## src/rtl/correlator_cmd_tx_if.sv

```systemverilog
// correlator_cmd_tx_if: command request handshake between a host producer and correlator_cmd_tx
interface correlator_cmd_tx_if;
  logic       cmd_valid;
  logic       cmd_ready;
  logic [3:0] cmd_op;
  logic [3:0] cmd_arg;
  logic       cmd_error;
  modport master (output cmd_valid, cmd_op, cmd_arg, input cmd_ready, cmd_error);
  modport slave (input cmd_valid, cmd_op, cmd_arg, output cmd_ready, cmd_error);
endinterface

```

## src/rtl/correlator_cmd_tx.sv

```systemverilog
// correlator_cmd_tx: queued 8N1 command byte transmitter for the correlator RX line; CORRELATOR_CMD_TX_CHECK_EN enables opcode filtering
module correlator_cmd_tx #(
  parameter int FIFO_DEPTH = 4,
  parameter int STOP_BITS  = 1
) (
  input  logic                          clk,
  input  logic                          reset_n,
  input  logic                          baud_pulse,
  correlator_cmd_tx_if.slave            cmd,
  output logic                          TX,
  output logic                          busy,
  output logic [$clog2(FIFO_DEPTH):0]   fifo_count
);
  localparam int AW = $clog2(FIFO_DEPTH);
  localparam int CW = AW + 1;
  typedef enum logic [1:0] {IDLE, START, DATA, STOP} state_t;
  state_t        state_q, state_d;
  logic [7:0]    mem [FIFO_DEPTH];
  logic [AW-1:0] wr_ptr, rd_ptr;
  logic [CW-1:0] count;
  logic [7:0]    shift_q, shift_d;
  logic [2:0]    bit_cnt_q, bit_cnt_d;
  logic          stop_cnt_q, stop_cnt_d;
  logic          tx_d, push, pop, empty, op_ok;
  assign empty         = count == '0;
  assign cmd.cmd_ready = count != CW'(FIFO_DEPTH);
  assign push          = cmd.cmd_valid & cmd.cmd_ready & op_ok;
  assign fifo_count    = count;
  assign busy          = (state_q != IDLE) | !empty;
`ifdef CORRELATOR_CMD_TX_CHECK_EN
  logic err_q;
  assign op_ok         = cmd.cmd_op inside {4'd1, 4'd2, 4'd13};
  assign cmd.cmd_error = err_q;
  always_ff @(posedge clk or negedge reset_n)
    if (!reset_n) err_q <= 1'b0;
    else          err_q <= cmd.cmd_valid & cmd.cmd_ready & !op_ok;
`else
  assign op_ok         = 1'b1;
  assign cmd.cmd_error = 1'b0;
`endif
  always_ff @(posedge clk)
    if (push) mem[wr_ptr] <= {cmd.cmd_arg, cmd.cmd_op};
  // pop only sees the registered queue state, so a same-cycle push is never popped
  always_comb begin
    state_d    = state_q;
    tx_d       = TX;
    shift_d    = shift_q;
    bit_cnt_d  = bit_cnt_q;
    stop_cnt_d = stop_cnt_q;
    pop        = 1'b0;
    if (baud_pulse) begin
      case (state_q)
        IDLE: if (!empty) begin
          pop     = 1'b1;
          shift_d = mem[rd_ptr];
          tx_d    = 1'b0;
          state_d = START;
        end
        START: begin
          tx_d      = shift_q[0];
          bit_cnt_d = '0;
          state_d   = DATA;
        end
        DATA: if (bit_cnt_q == 3'd7) begin
          tx_d       = 1'b1;
          stop_cnt_d = 1'b0;
          state_d    = STOP;
        end else begin
          shift_d   = shift_q >> 1;
          tx_d      = shift_q[1];
          bit_cnt_d = bit_cnt_q + 3'd1;
        end
        STOP: if (stop_cnt_q != 1'(STOP_BITS - 1)) stop_cnt_d = 1'b1;
        else if (!empty) begin
          pop     = 1'b1;
          shift_d = mem[rd_ptr];
          tx_d    = 1'b0;
          state_d = START;
        end else begin
          tx_d    = 1'b1;
          state_d = IDLE;
        end
        default: state_d = IDLE;
      endcase
    end
  end
  always_ff @(posedge clk or negedge reset_n)
    if (!reset_n) begin
      state_q    <= IDLE;
      TX         <= 1'b1;
      shift_q    <= '0;
      bit_cnt_q  <= '0;
      stop_cnt_q <= 1'b0;
      wr_ptr     <= '0;
      rd_ptr     <= '0;
      count      <= '0;
    end else begin
      state_q    <= state_d;
      TX         <= tx_d;
      shift_q    <= shift_d;
      bit_cnt_q  <= bit_cnt_d;
      stop_cnt_q <= stop_cnt_d;
      wr_ptr     <= push ? wr_ptr + AW'(1) : wr_ptr;
      rd_ptr     <= pop ? rd_ptr + AW'(1) : rd_ptr;
      count      <= count + CW'(push) - CW'(pop);
    end
endmodule

```

## src/flat_wrapper.sv

```systemverilog
// flat-port wrapper written by rule: the top's interface ports become plain ports
module correlator_cmd_tx_flat 
#(
  parameter int FIFO_DEPTH = 4,
  parameter int STOP_BITS  = 1
)
  (clk, reset_n, baud_pulse, TX, busy, fifo_count, cmd_cmd_valid, cmd_cmd_op, cmd_cmd_arg, cmd_cmd_ready, cmd_cmd_error);
  correlator_cmd_tx_if cmd_i ();
  input  logic clk;
  input  logic reset_n;
  input  logic baud_pulse;
  output logic TX;
  output logic busy;
  output logic [$clog2(FIFO_DEPTH):0] fifo_count;
  input wire logic [$bits(cmd_i.cmd_valid)-1:0] cmd_cmd_valid;
  input wire logic [$bits(cmd_i.cmd_op)-1:0] cmd_cmd_op;
  input wire logic [$bits(cmd_i.cmd_arg)-1:0] cmd_cmd_arg;
  output wire logic [$bits(cmd_i.cmd_ready)-1:0] cmd_cmd_ready;
  output wire logic [$bits(cmd_i.cmd_error)-1:0] cmd_cmd_error;
  assign cmd_i.cmd_valid = cmd_cmd_valid;
  assign cmd_i.cmd_op = cmd_cmd_op;
  assign cmd_i.cmd_arg = cmd_cmd_arg;
  assign cmd_cmd_ready = cmd_i.cmd_ready;
  assign cmd_cmd_error = cmd_i.cmd_error;
  correlator_cmd_tx #(.FIFO_DEPTH(FIFO_DEPTH), .STOP_BITS(STOP_BITS)) u_core (.clk(clk), .reset_n(reset_n), .baud_pulse(baud_pulse), .cmd(cmd_i), .TX(TX), .busy(busy), .fifo_count(fifo_count));
endmodule
```

## config.mk

```make
export PLATFORM = sky130hd
export DESIGN_NAME = correlator_cmd_tx_flat
export DESIGN_NICKNAME = d
export VERILOG_FILES = /design/src/rtl/correlator_cmd_tx_if.sv /design/src/rtl/correlator_cmd_tx.sv /design/src/flat_wrapper.sv
export SDC_FILE = /design/constraint.sdc
export NUM_CORES = 1
export LEC_CHECK = 0
export CORE_UTILIZATION = 50
export CTS_CLUSTER_DIAMETER = 150
export DETAILED_ROUTE_END_ITERATION = 6
export GPL_TIMING_DRIVEN = 0
export PLACE_DENSITY = 0.78
export SLEW_MARGIN = 5
export SYNTH_ARGS = -nofsm -noshare
export SYNTH_HDL_FRONTEND = slang
export SYNTH_SLANG_ARGS = --single-unit
```

## constraint.sdc

```tcl
create_clock -name clk -period 2.2 [get_ports clk]
set_input_delay 0.33 -clock clk [delete_from_list [all_inputs] [get_ports clk]]
set_output_delay 0.33 -clock clk [all_outputs]
set_load 0.01 [all_outputs]
```

* Word level (Yosys, flattened, before mapping) *
Memory sizes are Yosys's and may differ from the RTL's.
Cells that the tools add are included.
W data, S select, Z words.

cells by class
  equal/unequal tests = 9
  muxes and demuxes = 25
  reduce and logical (&&, ||, !) cells = 12
  add/subtract/negate cells = 5
  bitwise gates (word level) = 2

operators with widths
  operator               count
  $mux W8                3
  $pmux W8 S3            1
  $mux W1                12
  $reduce_and A3 Y1      3
  $pmux W2 S4            1
  $reduce_and A4 Y1      2
  $mux W2                3
  $ne A2 B2 Y1 const B   3
  $pmux W3 S2            1
  $reduce_bool A2 Y1     3
  $add A2 B1 Y2 const B  2
  $eq A2 B2 Y1 const B   2
  $pmux W1 S2            2
  $pmux W1 S4            1
  $add A3 B1 Y3          1
  $add A3 B1 Y3 const B  1
  $eq A3 B3 Y1 const B   1
  $logic_not A3 Y1       1
  $mux W3                1
  $ne A3 B3 Y1 const B   1
  $reduce_bool A3 Y1     1
  $sub A3 B1 Y3          1
  $eq A2 B1 Y1 const B   1
  $logic_not A2 Y1       1
  other kinds (4)        4

word-level totals
  memories = 1
  output and inout bits = 7
  word-level logic and storage cells = 62
  bits in writable memories = 32
  input bits = 12
  register bits = 22

memory list
  memory      depth  bits a word  read ports  clocked after Yosys merged registers in  wr ports  RTL line                 RTL
  u_core.mem  4      8            1           0                                        1         correlator_cmd_tx.sv:18  logic [7:0] mem [FIFO_DEPTH];

* Longest topological paths before layout *
Gate-level depths: netlist (run 1).

  word-level depth = 6
  mapped depth = 10
  gate-level depth less buffers = 10

* Worst setup path after synthesis (run 1) *
Ideal clock, no wire load.

  path type = register to register
  from = register u_core.state_q[0]
  to = register u_core.count[2], in the netlist u_core.fifo_count[2]
  required time = 2.069 ns
  buffers on the path = 0
  data arrival time = 2.199 ns
  path slack = -0.130 ns
  setup time = 0.131 ns
  stages on the path, launching flop included = 11
  period minus slack after synthesis = 2.330 ns
  path through = dfrtp_1 -> inv_1 -> ha_1 -> nor3b_1 -> ha_1 -> inv_1 -> ha_1 -> inv_1 -> fa_1 -> xnor2_1 -> xnor2_1

on the way
  longest elaborated chain between the ends = 4
  elaborated cells between the ends (all ways) = 5
  those cells by class = 1 x add/sub; 1 x eq/ne; 2 x mux; 1 x reduce/logical

ends and longest elaborated chain
  element                                                  RTL line                  RTL
  start: declaration                                       correlator_cmd_tx.sv:17   state_t state_q, state_d;
  start signal: assignment                                 correlator_cmd_tx.sv:98   state_q <= state_d;
  $eq A2 B2 Y1 / $logic_not A2 Y1 (equally long branches)  correlator_cmd_tx.sv:52   case (state_q)
  $pmux W1 S2 *                                            correlator_cmd_tx.sv:52
  $mux W1 *                                                correlator_cmd_tx.sv:51   if (baud_pulse) begin
  named net u_core.pop                                     correlator_cmd_tx.sv:24   logic tx_d, push, pop, empty, op_ok;
  $sub A3 B1 Y3 *                                          correlator_cmd_tx.sv:105  count <= count + CW'(push) - CW'(pop);
  end signal: assignment                                   correlator_cmd_tx.sv:105
  end: declaration                                         correlator_cmd_tx.sv:20   logic [CW-1:0] count;

The timed path passes the listed nets; every way through them passes the cells marked *.
A chain may end at the register's enable or synchronous reset.

* Worst setup path after layout (run 1) *
Same ends and word-level chain as after synthesis.

==> flow_metrics.tcl, run 1 <==
set metrics [dict create \
    ys.flop_type "edfxtp_1" \
    die_y_um 71.6 \
    setup_slack_ns -0.0147 \
    min_period_ns 2.21 \
    rsz0062_at_grt "yes" \
    layout.nets 216 \
    hold_path.class "input port to flip-flop" \
    slew_headroom_pct 35.1 \
    finalCritPeriodShare_pct 101 \
    place_area_um2 2670 \
    syn_inst 161 \
    ctsRootBufferMaster "clkbuf_8" \
    cts_buffer_depth 2 \
    crit_fanout 3 \
    initial_core_util_pct 53.7 \
    violations "negative setup slack" \
    layout_commonest_cell "edfxtp_1" \
    route.detailed.drc 0 \
    ios 19 \
    cts_tree "yes" \
    filler_cell_count 325 \
    cts_made_buffers 5 \
    grt_usage_pct 19.2 \
    grt_first_pass_wirelength_mm 7.14 \
    syn_nets 187 \
    antenna_found_initial 0 \
    viasPerCell 5.75 \
    timing.fmax_mhz 452 \
    synth-edff-count 32 \
    ir_drop_mv 0.716 \
    syn_avg_cell_area_um2 15.0 \
    die-area_um2 5120 \
    crit_path_end_kind "flip-flop" \
    yosysUniqueCellTypes 40 \
    htree_levels 2 \
    rows 24 \
    area_delta_synth_final_pct 17.5 \
    ys_seq_elements 53 \
    critPathLaunchType "flip-flop" \
    core_area_um2 4500 \
    yosys_warnings 0 \
    drtIter0Drc 46 \
    port_buffers 16 \
    hpwl_mm 3.02 \
    synthArstFlopShare_pct 39.6 \
    slew_viol_final 0 \
    outcome "finished, violations left" \
    worst_slew_pin_slew_ns 0.970 \
    clkTransAtPathRegs_ns 0.09 \
    cp.required_ns 2.39 \
    maxCapViolations 0 \
    finalHoldViolCount 0 \
    place_ws_ns -0.192 \
    arrival_ns 2.41 \
    wl_mm 4.33 \
    power_leakage_nw 1.13 \
    via_count 1397 \
    cts.sinks 53 \
    grt_pass1_vias 1480 \
    die_w_um 71.6 \
    syn_area_um2 2420 \
    final_area_um2 2840 \
    clk-insertion-delay-late_ns 0.31 \
    drt_first_pass_iters 4 \
    setup_viol 1 \
    post_drt_wl_per_cell_um 17.8 \
    postRouteAntennaNets 0 \
    fin_skew_ns 0.00678 \
    hold_buffers 0 \
    yosysSeqAreaShare_pct 61.5 \
    final_cell_mix "edfxtp_1 (32), dfrtp_1 (20), clkdlybuf4s50_1 (15)" \
    overflow 0 \
    grt_max_degree 22 \
    gp_congestion 0.750 \
    n_antenna_cell 0 \
    p_per_area_nw_per_um2 1380 \
    drive_gt1_share_pct 24.6 \
    critPathKind "flip-flop to flip-flop" \
]
## cell families (layout without fill, tap and decap cells)
kind of cell	count (synthesis)	count (layout)	share of synthesized area, %
flip-flops	53	53	61.5
AO/OA/AOI/OAI	19	19	6.57
multiplexers	26	26	12.4
adder cells (fa/ha/maj)	14	14	7.55
XOR/XNOR	5	5	1.81
other	1	1	0.155
AND/OR/NAND/NOR	26	26	6.52
buffers and inverters	17	47	3.47
## power by group
group	internal, mW	switching [mW]
Clock	0.230	0.325
Sequential	1.40	0.223
Combinational	0.915	0.844
## timing repair
item / CTS / global route
pin swaps: 1 / 6
endpoints found under the setup margin: 3 / 1
gates resized for setup: 7 / 5
setup buffers: 4 / 2
## metal layers
metal | up-vias | wire length [µm] | global-route usage, %
li1 | 653 | - | -
met1 | 702 | 1810 | 22.5
met2 | 34 | 2300 | 34.1
met3 | 8 | 149 | 4.50
met4 | 0 | 79 | 7.63
met5 | - | 0 | 0
## synthesized netlist by cell type (2+ instances only)
master | n | area [µm²]
xor2_1 | 2 | 17.5
a22o_1 | 5 | 43.8
clkbuf_1 | 2 | 7.51
mux2_2 | 12 | 135
xnor2_1 | 3 | 26.3
dfrtp_1 | 20 | 500
o221ai_1 | 6 | 52.6
mux4_2 | 2 | 45.0
buf_6 | 2 | 22.5
ha_1 | 13 | 163
and2_1 | 4 | 25.0
nand2_1 | 9 | 33.8
nor2b_1 | 2 | 12.5
nand2b_1 | 2 | 12.5
inv_1 | 10 | 37.5
edfxtp_1 | 32 | 961
mux2i_1 | 12 | 120
## layout make-up
cell class | instances | area (µm²) | share of cell area [%]
Sequential cell | 53 | 1490 | 52.3
Multi-Input combinational cell | 91 | 908 | 32.0
Timing Repair Buffer | 22 | 204 | 7.17
Clock buffer | 5 | 68.8 | 2.42
Tap cell | 52 | 65.1 | 2.29
Buffer | 7 | 46.3 | 1.63
Inverter | 10 | 37.5 | 1.32
Clock inverter | 3 | 25.0 | 0.880
## sequential cells by signal, summed over array words and instances, names as in the netlist
signal	cells
u_core.TX	1
u_core.bit_cnt_q	3
u_core.fifo_count	3
u_core.mem	32
u_core.rd_ptr	2
u_core.shift_q	8
u_core.state_q	2
u_core.wr_ptr	2
## worst max-delay path, cell delays in order, from the launching register on
cell	delay (ns)
dfrtp_1	0.41
inv_2	0.09
ha_4	0.21
nor3b_4	0.23
ha_1	0.27
inv_2	0.08
ha_4	0.12
inv_2	0.03
fa_2	0.37
xnor2_2	0.21
xnor2_1	0.09
## path summary, 6_finish.rpt
check | end | depth (start not counted) | startpoint | slack (ns)
max | u_core.fifo_count[2] | 10 | u_core.state_q[0] | -0.01
min | u_core.TX | 3 | baud_pulse | 0.48
max reg2reg | u_core.fifo_count[2] | 10 | u_core.state_q[0] | -0.01
min reg2reg | u_core.shift_q[3] | 1 | u_core.shift_q[3] | 0.52
max in group asynchronous | u_core.wr_ptr[0] | 1 | reset_n | 1.05
min in group asynchronous | u_core.bit_cnt_q[2] | 1 | reset_n | 0.56
## stage by stage
stage	total power, mW	std cells	TNS (ns)	hold WS [ns]	utilization (%)
5_1_grt	4.19	243	-0.0817	0.506	63.1
6_report	3.94	243	-0.0147	0.477	63.1
4_1_cts	3.88	241	-0.00847	0.460	62.4
3_5_place_dp	3.20	229	-0.192	0.493	59.2
2_1_floorplan	2.73	161	0	0.0344	-
3_3_place_gp	3.06	229	-0.0865	0.492	59.2
Note: power is estimated with default switching activity, not from simulation.
==> inputs of run 2 (changes only) <==
CTS_CLUSTER_SIZE = 16   (was unset)
SLEW_MARGIN = 20   (was 5)
==> results of run 2 <==
No change in the layout: final DEF, timing and power equal those of run 1.
==> inputs of run 3 (changes only) <==
CORE_MARGIN = 4   (was unset)
MAX_ROUTING_LAYER = met4   (was unset)
==> run 3 against run 2 <==
Against the previous run:
- the run ends with negative hold slack left
- first-iteration DRC count is 39% higher
- total power grew 0.64%
- count of clock-buffer cells in the layout did not move
- fmax rose by 3.1%
- setup slack improved by 0.066 ns
==> flow_metrics.tcl, run 3 (same netlist as run 1, synthesis figures left out) <==
set metrics [dict create \
    outcome "finished, violations left" \
    violations "negative hold slack" \
    power_leakage_nw 1.15 \
    stdcell_count 247 \
    clk-insertion-delay-late_ns 0.31 \
    gp_congestion 0.762 \
    setup_viol 0 \
    fin_skew_ns 0.00264 \
    hpwl_mm 3.05 \
    critPathKind "flip-flop to flip-flop" \
    grt_max_degree 22 \
    area_delta_synth_final_pct 18.0 \
    maxCapViolations 0 \
    overflow 0 \
    rsz0062_at_grt "yes" \
    route.detailed.drc 0 \
    worst_path_max_delay_cell "or4_4" \
    initial_core_util_pct 51.5 \
    critPathLaunchType "flip-flop" \
    drtIter0Drc 64 \
    core_area_um2 4690 \
    n_antenna_cell 0 \
    timing.fmax_mhz 466 \
    cts_made_buffers 5 \
    htree_levels 2 \
    dp_cells 231 \
    cts_buffer_depth 2 \
    cp.required_ns 2.40 \
    drive_gt1_share_pct 25.4 \
    slowest_delay_ns 0.55 \
    layout.nets 218 \
    finalHoldViolCount 20 \
    post_drt_wl_per_cell_um 18.0 \
    ctsRootBufferMaster "clkbuf_8" \
    crit_fanout 9 \
    drt_first_pass_iters 4 \
    hold_buffers 0 \
    clkTransAtPathRegs_ns 0.10 \
    p_per_area_nw_per_um2 1390 \
    layout_commonest_cell "edfxtp_1" \
    postRouteAntennaNets 0 \
    grt_pass1_vias 1474 \
    via_count 1373 \
    arrival_ns 2.35 \
    rows 25 \
    ir_drop_mv 0.649 \
    die-area_um2 6010 \
    finalCritPeriodShare_pct 97.6 \
    viasPerCell 5.56 \
    fin_util_pct 60.8 \
    ios 19 \
    wl_mm 4.45 \
    top_register "u_core.mem" \
    antenna_found_initial 0 \
    cts_tree "yes" \
    min_period_ns 2.15 \
    largestRegisters "u_core.mem: 32 flops, u_core.shift_q: 8 flops" \
    die_w_um 77.6 \
    port_buffers 16 \
    slew_viol_final 0 \
    grt_usage_pct 16.4 \
    largest_reg_flops 32 \
    final_cell_mix "edfxtp_1 (32), dfrtp_1 (19), clkdlybuf4s50_1 (14)" \
    cts.sinks 53 \
    crit_path_end_kind "flip-flop" \
    die_y_um 77.6 \
    hold_slack_ns -0.0291 \
    hold_path.class "input port to asynchronous set/reset pin" \
    path_cells "inv_2 > buf_4 > ha_1 > buf_6 > or4_4 > nand4b_4 > mux2_2" \
    grt_first_pass_wirelength_mm 7.28 \
]
## run 3: area by class of cell
class / instances / area [µm²]
fill: 341 / 1840
sequential: 53 / 1490
multi-input combinational: 91 / 905
timing repair buffer: 24 / 214
clock buffer: 5 / 68.8
tap: 54 / 67.6
buffer: 7 / 46.3
inverter: 10 / 37.5
clock inverter: 3 / 26.3
## run 3: worst max-delay path, delay by kind of cell, from the launching register on
kind | cells | cell delay, ns
AND/OR/NAND/NOR | 2 | 0.74
flip-flops | 1 | 0.39
multiplexers | 1 | 0.37
buffers and inverters | 3 | 0.35
adder cells (fa/ha/maj) | 1 | 0.19
## run 3: per-layer routing
metal	vias up	share of wire, %	global-route usage [%]	routed length (µm)
li1	654	-	-	-
met1	684	41	17.4	1810
met2	28	55	30.2	2440
met3	7	3.1	4.06	136
met4	0	1.3	4.80	59
met5	-	0	-	0
## run 3: what timing repair did
item,4_1_cts,5_1_grt
resized for setup,8,3
pin swaps,7,5
buffers inserted,7,1
setup endpoints to repair,4,10
## run 3: worst paths after layout
path / start / to / slack (ns) / cells past startpoint
worst max-delay path: u_core.state_q[0] / u_core.shift_q[5] / 0.05 / 7
worst min-delay path: reset_n / u_core.state_q[0] / -0.03 / 1
worst max register to register: u_core.state_q[0] / u_core.shift_q[5] / 0.05 / 7
worst min register to register: u_core.shift_q[6] / u_core.shift_q[6] / 0.52 / 1
max in group asynchronous: reset_n / u_core.fifo_count[2] / 1.87 / 1
min in group clk: baud_pulse / u_core.TX / 0.50 / 3
## run 3: power by group
group	total [mW]	internal, mW	switching (mW)
Combinational	1.76	0.929	0.832
Sequential	1.62	1.40	0.223
Clock	0.577	0.237	0.340
## run 3: per-stage QoR
stage          TNS [ns]  power, mW  setup slack (ns)  instance area [µm²]
2_1_floorplan         0       2.73            0.0159                 2440
3_3_place_gp    -0.0909       3.06           -0.0909                 2670
3_5_place_dp     -0.170       3.20            -0.170                 2670
4_1_cts        -0.00651       3.95          -0.00651                 2840
5_1_grt         -0.0400       4.21           -0.0400                 2850
6_report              0       3.96            0.0518                 2850
==> variant 1: new RTL, config.mk and constraints of run 2 <==
Build with the macro `CORRELATOR_CMD_TX_CHECK_EN` defined.
--- a/src/rtl/correlator_cmd_tx.sv
+++ b/src/rtl/correlator_cmd_tx.sv
@@ -1,3 +1,5 @@
 // correlator_cmd_tx: queued 8N1 command byte transmitter for the correlator RX line; CORRELATOR_CMD_TX_CHECK_EN enables opcode filtering
+`define CORRELATOR_CMD_TX_CHECK_EN
+
 module correlator_cmd_tx #(
   parameter int FIFO_DEPTH = 4,
Formal check against the unedited RTL: not equivalent (a bounded check fails within 4 cycles, from zero or initial values and one cycle with reset_n low).
==> variant 1 against run 2 <==
Sequential cell count grew 1. Setup slack gained 130 ps. Register-to-register slack gained 130 ps. Via count grew 4.2%. Area after synthesis grew 1.7%. Routed wire length shrank 4.6%. Final cell count grew 14%. The run ends with hold timing left. Cell area grew 3.0%. Total power shrank 8.3%. First-iteration DRC count grew 130%.
==> variant 1: results <==
export IMPL_vias_per_cell=5.25
export IMPL_synthesis_nets=205
export IMPL_worst_clock_skew_ps=4.73
export IMPL_placed_cells_incl_taps=264
export IMPL_final_layout_size_suffix_gt1_frac=0.186
export IMPL_global_route_usage_total=0.175
export IMPL_ys_top_cells_by_count="32 x sky130_fd_sc_hd__edfxtp_1, 21 x sky130_fd_sc_hd__dfrtp_1, 13 x sky130_fd_sc_hd__ha_1, 13 x sky130_fd_sc_hd__nand2_1, 12 x sky130_fd_sc_hd__mux2i_1"
export IMPL_report_final_hold_viol_count=21
export IMPL_number_of_global_route_vias_before_repair=1429
export IMPL_timing_critical_path_slowest_cell_delay_ps=470
export IMPL_path_max_fanout=4
export IMPL_place_area_sq_um=2730
export IMPL_post_synth_inst_count=179
export IMPL_synth_sequential_area_ratio=0.615
export IMPL_numPortBuffers=18
export IMPL_timing_worst_setup_path_type="register to primary output"
export IMPL_leakagePower_nw=1.16
export IMPL_place_gp_congestion=0.840
export IMPL_worst_ir_drop_vdd_v=0.000513
export IMPL_pin_count_of_the_biggest_net_entering_global_routing=23
export IMPL_cp_data_arrival_time_ps=1760
export IMPL_dp_hpwl_mm=2.85
export IMPL_run_status="finished with violations"
export IMPL_wl_per_cell_um=14.9
export IMPL_post_route_util=0.620
export IMPL_filler_cell_count=343
export IMPL_startpoint="u_core.state_q[0]"
export IMPL_regToRegSetupSlack_ps=120
export IMPL_max_clock_freq_mhz=479
export IMPL_tightestPinTransition_ps=499
export IMPL_placement_setup_worst_slack_ps=-319
export IMPL_tritoncts_num_buffers=5
export IMPL_hold_removal_path_class="input port to async pin"
export IMPL_critical_path_slowest_cell="sky130_fd_sc_hd__or4b_4"
export IMPL_worst_hold_slack_ps=-24.2
export IMPL_postSynth_asyncResetShare=0.407
export IMPL_netlist_cell_type_count=37
export IMPL_first_iter_violations=106
export IMPL_kind_of_cell_adding_the_most_delay_to_the_critical_path="simple AND/OR/NAND/NOR gates"
export IMPL_failed_checks="hold timing"
==> variant 1: changes by cell type after synthesis, sizes merged, moves of 2 or more <==
cell / delta
clkbuf: -2
o21ai: +7
mux2: -9
nor3: +6
nor2: +8
a211oi: +6
nand2: +4
o221ai: -6
==> variant 1: timing repair <==
item                                    4_1_cts  5_1_grt
buffers inserted                              3        2
resized for setup                             3       11
endpoints found under the setup margin        2        2
pin swaps                                     1        3
==> variant 1: cell type report <==
cell class,count,area share
buffer,6,0.0111
sequential,54,0.518
clock buffer,5,0.0235
inverter,11,0.0141
timing repair buffer,23,0.0730
multi-input combinational,108,0.315
clock inverter,3,0.0167
tap,67,0.0286
==> variant 1: kinds of logic after synthesis <==
logic type,share of synthesized area
DFF,0.615
adders and majority gates,0.0743
buffers and inverters,0.0300
AOI/OAI and AO/OA,0.0839
and+or+nand+nor,0.0946
xor gates and xnor gates,0.0214
muxes,0.0809
==> variant 1: per-layer routing <==
| metal | global-route usage | routed length [um] | vias to the layer above |
|---|---|---|---|
| li1 | - | - | 707 |
| met1 | 0.232 | 1910 | 719 |
| met3 | 0.0514 | 109 | 6 |
| met2 | 0.269 | 2050 | 23 |
| met4 | 0.0828 | 67 | 0 |
| met5 | 0 | 0 | - |
==> variant 1: final timing paths <==
check | endpoint | cells past startpoint
min in group clk | u_core.mem[0][3] | 1
worst min-delay path | u_core.shift_q[7] | 1
worst min register to register | u_core.shift_q[6] | 2
worst max-delay path | busy | 4
worst max register to register | u_core.fifo_count[2] | 9
max in group asynchronous | u_core.fifo_count[0] | 1
==> variant 1: power breakdown <==
part / switching, W / total [W] / internal [W]
clock: 0.000334 / 0.000681 / 0.000347
sequential: 0.000169 / 0.00147 / 0.00130
combinational: 0.000736 / 0.00145 / 0.000718
==> variant 2: new RTL, flow settings as in run 2 <==
Made on the original files. Register the input `baud_pulse` before use. The logic sees it one clock later. The other inputs are not delayed to match.
--- a/src/rtl/correlator_cmd_tx.sv
+++ b/src/rtl/correlator_cmd_tx.sv
@@ -15,4 +15,11 @@
   localparam int CW = AW + 1;
   typedef enum logic [1:0] {IDLE, START, DATA, STOP} state_t;
+
+  logic baud_pulse_q;
+
+  always_ff @(posedge clk) begin
+    baud_pulse_q <= baud_pulse;
+  end
+
   state_t        state_q, state_d;
   logic [7:0]    mem [FIFO_DEPTH];
@@ -49,5 +56,5 @@
     stop_cnt_d = stop_cnt_q;
     pop        = 1'b0;
-    if (baud_pulse) begin
+    if (baud_pulse_q) begin
       case (state_q)
         IDLE: if (!empty) begin
Function: changed (Yosys sat finds a counterexample within 4 cycles, from zero or initial values and one cycle with reset_n low).
==> variant 2 against run 2 <==
The flow finishes with violations (hold timing). Routed wire length fell by 3.4%. Setup slack gained 48 ps. Die area increased by 0.29%. Hold slack lost 510 ps. Sequential cell count up 1. Clock power rose by 4.5%. Total power down 0.85%. Core utilization grew 0.056 points. Cell area about the same. Area after synthesis is 0.31% higher. Largest cell class unchanged. Largest power group unchanged. Highest routed layer unchanged.
==> variant 2: results <==
export IMPL_use_met3=0.0422
export IMPL_worst_hold_slack_ps=-33.8
export IMPL_synth_mux_area_fraction=0.124
export IMPL_sh_seq_area=0.530
export IMPL_r2r_worst_path_cells=10
export IMPL_synth_compound_gate_area_share=0.0655
export IMPL_clk_pin_slew_worst_paths_ps=110
export IMPL_gr_usage_met1=0.230
export IMPL_routedLengthMet1_mm=1.84
export IMPL_clock_share_of_power=0.149
export IMPL_cp_data_arrival_time_ps=2360
export IMPL_filler_cell_count=342
export IMPL_place_gp_congestion=0.732
export IMPL_final_layout_size_suffix_gt1_frac=0.237
export IMPL_dp_hpwl_mm=3.00
export IMPL_clock_cell_area_share=0.0343
export IMPL_netlist_cell_type_count=41
export IMPL_synthesis_nets=186
export IMPL_postSynth_asyncResetShare=0.389
export IMPL_wire_length_on_met3_um=117
export IMPL_layout_non_clock_buffers=28
export IMPL_failed_checks="hold timing"
export IMPL_leakagePower_nw=1.14
export IMPL_drt_wl_total_mm=4.18
export IMPL_num_nets_final=214
export IMPL_grt_first_pass_wirelength_mm=6.84
export IMPL_synth_sequential_area_ratio=0.621
export IMPL_xor_xnor_cell_area_share_of_the_yosys_netlist=0.0181
export IMPL_report_final_hold_viol_count=20
export IMPL_worst_clock_skew_ps=11.3
export IMPL_p_int_w=0.00254
export IMPL_ys_top_cells_by_count="32 x sky130_fd_sc_hd__edfxtp_1, 20 x sky130_fd_sc_hd__dfrtp_1, 12 x sky130_fd_sc_hd__ha_1, 12 x sky130_fd_sc_hd__mux2_2, 12 x sky130_fd_sc_hd__mux2i_1"
export IMPL_first_iter_violations=91
export IMPL_met2RoutedLength_mm=2.17
export IMPL_groute_layer_met2_usage=0.308
export IMPL_seq_cell_count=54
export IMPL_yosys_area_share_adder=0.0701
export IMPL_layout_nonclk_buf_frac=0.0858
export IMPL_run_status="finished with violations"
export IMPL_placement_setup_worst_slack_ps=-137
export IMPL_netlist_top_cells_area="sky130_fd_sc_hd__edfxtp_1 40%, sky130_fd_sc_hd__dfrtp_1 21%, sky130_fd_sc_hd__ha_1 6.2%"
export IMPL_fraction_of_standard_cell_area_in_multi_input_logic=0.314
export IMPL_routed_via_count=1375
export IMPL_multiInputGateArea_sq_um=892
export IMPL_cellPowerDensity_nw_per_um2=1370
[variant 2: stage by stage]
stage | setup TNS (ps) | cells
floorplan | 0 | 161
global placement | -66.5 | 230
detailed placement | -137 | 230
CTS | 0 | 241
global route | -82.1 | 242
finish | 0 | 242
[variant 2: critical path, stage by stage (launching register included)]
cell	delay, ps
sky130_fd_sc_hd__dfrtp_1	410
sky130_fd_sc_hd__inv_2	100
sky130_fd_sc_hd__ha_4	220
sky130_fd_sc_hd__nor3b_4	190
sky130_fd_sc_hd__ha_1	250
sky130_fd_sc_hd__inv_1	60
sky130_fd_sc_hd__ha_1	130
sky130_fd_sc_hd__inv_1	50
sky130_fd_sc_hd__fa_2	360
sky130_fd_sc_hd__xnor2_2	150
sky130_fd_sc_hd__xnor2_1	120
[variant 2: what timing repair did]
action,in CTS,in global routing
gates resized for setup,7,3
setup endpoints to repair,2,7
setup buffers,3,2
pin swaps,1,3
